`src/rtl/fifo_pkg.sv`:
```
// Defaults shared by async_fifo and its read-domain stream stage.
package fifo_pkg;

  localparam int DWIDTH_DEF    = 32;
  localparam int AWIDTH_DEF    = 4;
  localparam int BUF_DEPTH_DEF = 4;
  localparam int CNT_WIDTH_DEF = 32;
  localparam int BUF_PTR_W     = $clog2(BUF_DEPTH_DEF);

  function automatic int ptr_width(input int depth);
    return (depth > 1) ? $clog2(depth) : 1;
  endfunction

endpackage

```
`src/rtl/stream_buf.sv`:
```
// Small circular register buffer: push/pop/clear with a read of the
// entry at rd_ptr straight from the storage registers.
module stream_buf
  import fifo_pkg::*;
#(
  parameter int DEPTH  = BUF_DEPTH_DEF,
  parameter int DWIDTH = DWIDTH_DEF,
  localparam int PW    = ptr_width(DEPTH),
  localparam int CW    = PW + 1
) (
  input  logic              clk,
  input  logic              rst,
  input  logic              clear,
  input  logic              push,
  input  logic              pop,
  input  logic [DWIDTH-1:0] wdata,
  output logic [DWIDTH-1:0] rdata,
  output logic [CW-1:0]     count
);

  logic [DWIDTH-1:0] mem [DEPTH];
  logic [PW-1:0]     wr_ptr;
  logic [PW-1:0]     rd_ptr;

  // DEPTH is a power of two, so the pointers wrap by natural overflow.
  always_ff @(posedge clk) begin
    if (rst) begin
      for (int i = 0; i < DEPTH; i++) mem[i] <= '0;
      wr_ptr <= '0;
      rd_ptr <= '0;
      count  <= '0;
    end else if (clear) begin
      wr_ptr <= '0;
      rd_ptr <= '0;
      count  <= '0;
    end else begin
      if (push) begin
        mem[wr_ptr] <= wdata;
        wr_ptr      <= wr_ptr + 1'b1;
      end
      if (pop) rd_ptr <= rd_ptr + 1'b1;
      case ({push, pop})
        2'b10:   count <= count + 1'b1;
        2'b01:   count <= count - 1'b1;
        default: count <= count;
      endcase
    end
  end

  assign rdata = mem[rd_ptr];

endmodule

```
`src/rtl/fifo_rd_stream.sv`:
```
// Drains the async_fifo read port (one-cycle dout latency) into a
// valid/ready stream, with flush and a completed-transfer counter.
module fifo_rd_stream
  import fifo_pkg::*;
#(
  parameter int DWIDTH    = DWIDTH_DEF,
  parameter int BUF_DEPTH = BUF_DEPTH_DEF,
  parameter int CNT_WIDTH = CNT_WIDTH_DEF,
  localparam int CW       = $clog2(BUF_DEPTH) + 1
) (
  input  logic                 rclk,
  input  logic                 rrst,
  input  logic                 flush,
  input  logic                 fifo_empty,
  output logic                 fifo_rden,
  input  logic [DWIDTH-1:0]    fifo_dout,
  output logic                 m_valid,
  input  logic                 m_ready,
  output logic [DWIDTH-1:0]    m_data,
  output logic [CW-1:0]        buf_count,
  output logic [CNT_WIDTH-1:0] xfer_cnt
);

  localparam logic [CW:0] DEPTH_LIM = BUF_DEPTH[CW:0];

  logic        inflight;
  logic        push;
  logic        pop;
  logic [CW:0] occupancy;

  // Reserve a slot for the word already requested, so a read is only
  // issued when it is guaranteed to fit; m_ready never reaches fifo_rden.
  assign occupancy = {1'b0, buf_count} + {{CW{1'b0}}, inflight};
  assign fifo_rden = !fifo_empty && !flush && (occupancy < DEPTH_LIM);

  assign push    = inflight && !flush;
  assign m_valid = (buf_count != '0);
  assign pop     = m_valid && m_ready;

  always_ff @(posedge rclk) begin
    if (rrst) begin
      inflight <= 1'b0;
      xfer_cnt <= '0;
    end else begin
      inflight <= fifo_rden;
      if (pop) xfer_cnt <= xfer_cnt + 1'b1;
    end
  end

  stream_buf #(
    .DEPTH  (BUF_DEPTH),
    .DWIDTH (DWIDTH)
  ) u_buf (
    .clk   (rclk),
    .rst   (rrst),
    .clear (flush),
    .push  (push),
    .pop   (pop),
    .wdata (fifo_dout),
    .rdata (m_data),
    .count (buf_count)
  );

endmodule
```
`config.mk`:
```
export PLATFORM = sky130hd
export DESIGN_NAME = fifo_rd_stream
export DESIGN_NICKNAME = d
export VERILOG_FILES = /design/src/rtl/fifo_pkg.sv /design/src/rtl/stream_buf.sv /design/src/rtl/fifo_rd_stream.sv
export SDC_FILE = /design/constraint.sdc
export NUM_CORES = 1
export LEC_CHECK = 0
export ABC_CLOCK_PERIOD_IN_PS = 3200
export CAP_MARGIN = 10
export CELL_PAD_IN_SITES_DETAIL_PLACEMENT = 1
export CELL_PAD_IN_SITES_GLOBAL_PLACEMENT = 1
export CORE_UTILIZATION = 44
export CTS_BUF_LIST = sky130_fd_sc_hd__clkbuf_16
export CTS_CLUSTER_DIAMETER = 80
export DETAILED_ROUTE_END_ITERATION = 6
export GPL_ROUTABILITY_DRIVEN = 0
export GPL_TIMING_DRIVEN = 0
export MAX_ROUTING_LAYER = met4
export PLACE_DENSITY = 0.76
export SYNTH_ARGS = -nofsm -noshare
export SYNTH_HDL_FRONTEND = slang
export SYNTH_HIERARCHICAL = 1
export SYNTH_SLANG_ARGS = --single-unit
```
`constraint.sdc`:
```
create_clock -name rclk -period 3.2 [get_ports rclk]
set_clock_uncertainty 0.15 [all_clocks]
set_input_delay 0.96 -clock rclk [delete_from_list [all_inputs] [get_ports rclk]]
set_output_delay 0.96 -clock rclk [all_outputs]
set_load 0.02 [all_outputs]
```
Yosys cells after proc, flatten, opt, wreduce, memory -nomap -nowiden

Memory sizes are Yosys's and may differ from the RTL's. A register that Yosys moved wholly into a read port is not among the register bits.
Index checks and enable logic that the tools add are counted.

Output and inout port bits: 69
Logic and storage cells: 37
Bits of input ports: 37
Memory bits (writable): 128
Memories kept: 1
Register bits after elaboration: 40

Equal/unequal tests: 2
Reduce and logical (&&, ||, !) cells: 10
$lt $le $gt $ge: 1
Add/subtract/negate cells: 6
Muxes and demuxes: 12

Memory list:

| name      | depth | width | read ports | clocked after Yosys merged registers in | wr ports | line             | RTL |
|---|---|---|---|---|---|---|---|
| u_buf.mem | 4     | 32    | 1          | 1                                       | 4        | stream_buf.sv:21 | `logic [DWIDTH-1:0] mem [DEPTH];` |

Operators with widths:

| operator                | count |
|---|---|
| $add A32 B1 Y32 const B | 1 |
| $mux W32                | 1 |
| $reduce_or A32 Y1       | 1 |
| $mux W1                 | 7 |
| $mux W2                 | 3 |
| $pmux W3 S2             | 1 |
| $add A2 B1 Y2 const B   | 2 |
| $add A3 B1 Y4           | 1 |
| $logic_and A1 B1 Y1     | 4 |
| $lt A4 B3 Y1 const B    | 1 |
| $add A3 B1 Y3 const B   | 1 |
| $reduce_bool A3 Y1      | 1 |
| $sub A3 B1 Y3 const B   | 1 |
| $eq A2 B1 Y1 const B    | 1 |
| $eq A2 B2 Y1 const B    | 1 |
| $logic_not A1 Y1        | 2 |
| $reduce_bool A2 Y1      | 1 |
| $reduce_or A2 Y1        | 1 |

Longest topological paths before layout

Depth after elaboration: 8
Depth in mapped cells: 8
Depth with buffers taken out: 8

By module

Netlist, hierarchy kept.

Modules (own cells, without submodules):

| module         | area each (sq um) | sequential area each (sq um) | times used | cells an instance |
|---|---|---|---|---|
| stream_buf     | 5824.3            | 4023.9                       | 1          | 391 |
| fifo_rd_stream | 1567.8            | 660.6                        | 1          | 183 |

Worst setup path before layout

OpenSTA, ideal clock, no wires.

Path kind: input -> register
Start: input port flush
End: memory u_buf/mem[0][0] in the netlist's numbering, enable pin
Arrival time: 2.321 ns
Path buffers: 0
Cell stages on the path: 4
Data required time: 2.656 ns
Setup time: 0.394 ns
Path slack: 0.335 ns
Cells stage by stage: nor2b_1 > and2b_1 > nand2_1 > nand2b_1

RTL lines:

| what               | line                 | RTL |
|---|---|---|
| start: declaration | fifo_rd_stream.sv:13 | `input logic flush,` |
| end: declaration   | stream_buf.sv:21     |  |

Worst setup path after layout

Start: input port fifo_empty
End: output port fifo_rden

Word-level cells in the longest chain between the ends: 3

RTL lines:

| what                              | line                 | RTL |
|---|---|---|
| start: declaration                | fifo_rd_stream.sv:14 | `input logic fifo_empty,` |
| $logic_not A1 Y1                  | fifo_rd_stream.sv:34 | `assign fifo_rden = !fifo_empty && !flush && (occupancy < DEPTH_LIM);` |
| $logic_and A1 B1 Y1 (2 in series) | fifo_rd_stream.sv:34 |  |
| end: declaration                  | fifo_rd_stream.sv:15 | `output logic fifo_rden,` |

Every way passes these cells.

==> impl_summary.txt <==
----------------------------------------------------
[Outcome]
  Run status ... complete, no violations

[Power]
  Cell Pwr Density ... ~500 nW/µm²
  Maximum resistive drop on vdd ... about 390 µV
  Leakage power figure ... approximately 0.0032 µW

[Synthesis]
  Number of unique standard cell types used by synthesis ... 36
  Area share of the largest cell type after synthesis ... 0.5200
  Post-synthesis instance total ... between 500 and 600
  Count of warnings emitted by yosys ... 6
  Portion of the post-synthesis area used by sequential elements ... 0.6337
  Most common cell in the synthesized netlist ... nor2_1
  Post-Syn Area per Cell ... 12.88 µm²
  Synth cell count leaders ... nor2_1, edfxtp_1, dfxtp_1
  Most frequently used flop master after synthesis ... edfxtp_1
  Share of async-settable or async-resettable flops after synthesis ... 0
  Synth top area cells ... edfxtp_1, dfxtp_1, mux4_2
  Nets in the synthesized netlist ... about 610
  Number of storage elements in the synthesis netlist ... 170
  EDFF count, synth ... 128
  Largest area contributor in the synthesized netlist ... edfxtp_1
  Synthesized cell area ... roughly 7400 µm²

[GRT]
  GR Overflow Total ... 0
  Initial antenna violation count ... 0
  Global-route wire length before repair ... 30.17 mm
  Via count of the first global-routing pass ... ~5500
  GRT Total Usage ... 0.2372
  Pin count of the biggest net entering global routing ... 33

[Worst hold path]
  WHS Path Cells ... 2
  Class of the tightest hold or removal check ... flop to flop

[Layout]
  Share of final-layout standard cells stronger than drive strength 1 ... 0.1206
  Final instance area ... 9319 µm²
  Count of fill cells added during filler insertion ... between 1500 and 2000
  Final-stage net count ... 740
  Area growth, synth to finish ... 26.07%
  Count of antenna diodes in the layout ... 0

[Floorplan]
  Die extent in y ... around 130 µm
  Area of the core ... roughly 16000 µm²
  Std cell rows ... between 40 and 50
  Initial core utilization ... 0.4489
  Die Footprint ... between 15000 and 20000 µm²
  Top-Level Pins ... between 100 and 150
  Die boundary width ... roughly 130 µm

[Worst setup path]
  Depth of the most critical reg-to-reg path ... 8
  Critical path required time ... ~2.1 ns
  Max Fanout on Critical Path ... 2
  Buffers plus inverters on the worst setup path ... 2
  Critical path cell sequence ... clkdlybuf4s50_1 > nor4_2 > clkdlybuf4s15_2
  Cell type group with the largest total delay on the critical path ... buffers and inverters
  Crit start category ... input pin
  Worst path arrival time ... between 1.5 and 2 ns
  Logic depth of the worst path, buffers included ... 3
  Kind of end point of the critical path ... output port
  Kind of critical path ... input pin to output port
  Standard cell with the maximum stage delay on the critical path ... clkdlybuf4s50_1
  Worst path max stage delay ... 0.42 ns

[Clock network]
  Num CTS Buffers ... 17
  Count of H-tree levels built during CTS ... 4
  Clock tree root driver cell ... clkbuf_16
  Number of sinks driven by the clock tree ... between 150 and 200
  Clock-pin slew of the registers on the worst-case setup and hold paths ... 0.06 ns
  Clock tree from TritonCTS ... yes
  Clock tree buffer depth ... 2
  Clk Latency, worst-skew pair ... between 0.4 and 0.5 ns

[STA]
  Max transition margin ... 0.2840
  Endpoints failing hold ... 0
  Fin crit share ... 0.9677
  PnR worst setup slack ... 0.1033 ns
  RSZ-0062 raised after global routing ... no
  Max-slew violation total from the final report ... 0
  Pin slew with the least headroom to its limit ... 1.074 ns
  Final setup viols ... 0
  Shortest period the worst path allows ... between 3 and 4 ns
  Highest attainable clock frequency ... between 300 and 400 MHz

[Placed design]
  Placement-stage worst setup slack ... -0.4907 ns
  Detailed placement HPWL ... 12.27 mm
  Cell area after placement ... 8776 µm²
  Input/output buffers ... roughly 100

[Run]
  Max-cap violations ... 0

[Route]
  Number of design rule violations left after detail routing ... 0
  Drt first-iter violations ... approximately 300
  Routed WL per cell ... 20.08 µm
  Routed Antenna Nets ... 0
  Total length of routed wires ... approximately 19 mm
  Vias per std cell ... roughly 5.4
  Detailed-routing iteration count for the pre-antenna-repair pass ... 4
  Total number of vias ... around 5000

----------------------------------------------------
## flip-flops by register name, indices dropped and copies added, names as in the netlist, named ones only
signal / flops
u_buf/mem: 128
u_buf/count: 3
xfer_cnt: 32
u_buf/wr_ptr: 2
u_buf/rd_ptr: 2
inflight: 1
## metrics by stage
step           hold slack (ns)  std cells  power (µW)  setup TNS [ns]    util
2_1_floorplan           0.3347        574        2593               0       -
3_3_place_gp            0.3179        898        2710         -107.13  0.5289
3_5_place_dp            0.3265        901        2728          -27.04  0.5330
4_1_cts                 0.3423        933        4725               0  0.5658
5_1_grt                 0.3766        933        4824               0  0.5660
6_report                0.3478        933        4681               0  0.5660
## worst paths after layout
path,slack (ns),startpoint,to
max,0.10,fifo_empty,fifo_rden
min,0.35,xfer_cnt[20],xfer_cnt[20]
max reg2reg,0.21,u_buf/count[2],u_buf/count[2]
min reg2reg,0.35,xfer_cnt[20],xfer_cnt[20]
## final cells by class
cell class / count / area, µm² / share of cell area
Sequential cell: 170 / 4684 / 0.5027
Clock buffer: 17 / 425.4 / 0.04565
Inverter: 11 / 41.29 / 0.004431
Timing Repair Buffer: 107 / 1065 / 0.1143
Multi-Input combinational cell: 359 / 2477 / 0.2658
Tap cell: 220 / 275.3 / 0.02954
Clock inverter: 15 / 142.6 / 0.01531
Buffer: 34 / 207.7 / 0.02229
## cells by family (layout without fill, tap and decap cells)
family,after synthesis,after routing,share of synthesized area
flops,170,170,0.6337
xor+xnor,16,16,0.01896
compound gates,48,48,0.03842
mux,32,32,0.09851
buf+inv,45,184,0.03368
simple gates,260,260,0.1706
fa+ha+maj,3,3,0.006093
## worst min-delay path: cells and delay by family (launching register included)
family / cells / cell delay, ns
AO/OA/AOI/OAI: 2 / 0.12
flip-flops: 1 / 0.33
## placed cells by master, fill, tap and decap left out, drive strengths merged
| cell type | instances |
|---|---|
| nor4b | 2 |
| inv | 14 |
| a21oi | 24 |
| a31o | 1 |
| edfxtp | 128 |
| or2 | 2 |
| dlymetal6s2s | 1 |
| and3 | 2 |
| xnor2 | 9 |
| nor2b | 3 |
| nor3 | 2 |
| ha | 2 |
| dfxtp | 42 |
| or4 | 18 |
| o31ai | 16 |
| clkbuf | 32 |
| nand2b | 36 |
| dlygate4sd2 | 32 |
| nor4 | 4 |
| and2b | 1 |
| nor2 | 147 |
| bufinv | 3 |
| or3 | 9 |
| or3b | 1 |
| o21ai | 7 |
| nand3 | 10 |
| clkdlybuf4s15 | 1 |
| and4 | 2 |
| fa | 1 |
| clkinv | 9 |
| nand4 | 6 |
| buf | 22 |
| nand2 | 15 |
| clkdlybuf4s50 | 70 |
| xor2 | 7 |
| mux4 | 32 |
## layer usage
metal / global-route usage / share of wire / up-vias
met3: 0.04514 / 0.035 / 23
met2: 0.3942 / 0.52 / 115
met1: 0.2926 / 0.43 / 2550
li1: - / - / 2342
met4: 0.07623 / 0.015 / 0
met5: - / 0 / -
## power by group
| group | internal (µW) | switching [µW] | leakage (µW) |
|---|---|---|---|
| sequential | 2420 | 15.9 | 0.00169 |
| combinational | 99.4 | 136 | 0.00126 |
| clock | 1200 | 812 | 0.000289 |
| total | 3720 | 964 | 0.00324 |
## timing repair
| action | in CTS | in global routing |
|---|---|---|
| pin swaps | 1 | 1 |
| resized for setup | 38 | 1 |
| hold buffers | 0 | 0 |
| gates cloned | 0 | 0 |
| buffers inserted | 0 | 0 |
| endpoints found under the setup margin | 34 | 1 |
Note: power is estimated with default switching activity, not from simulation.
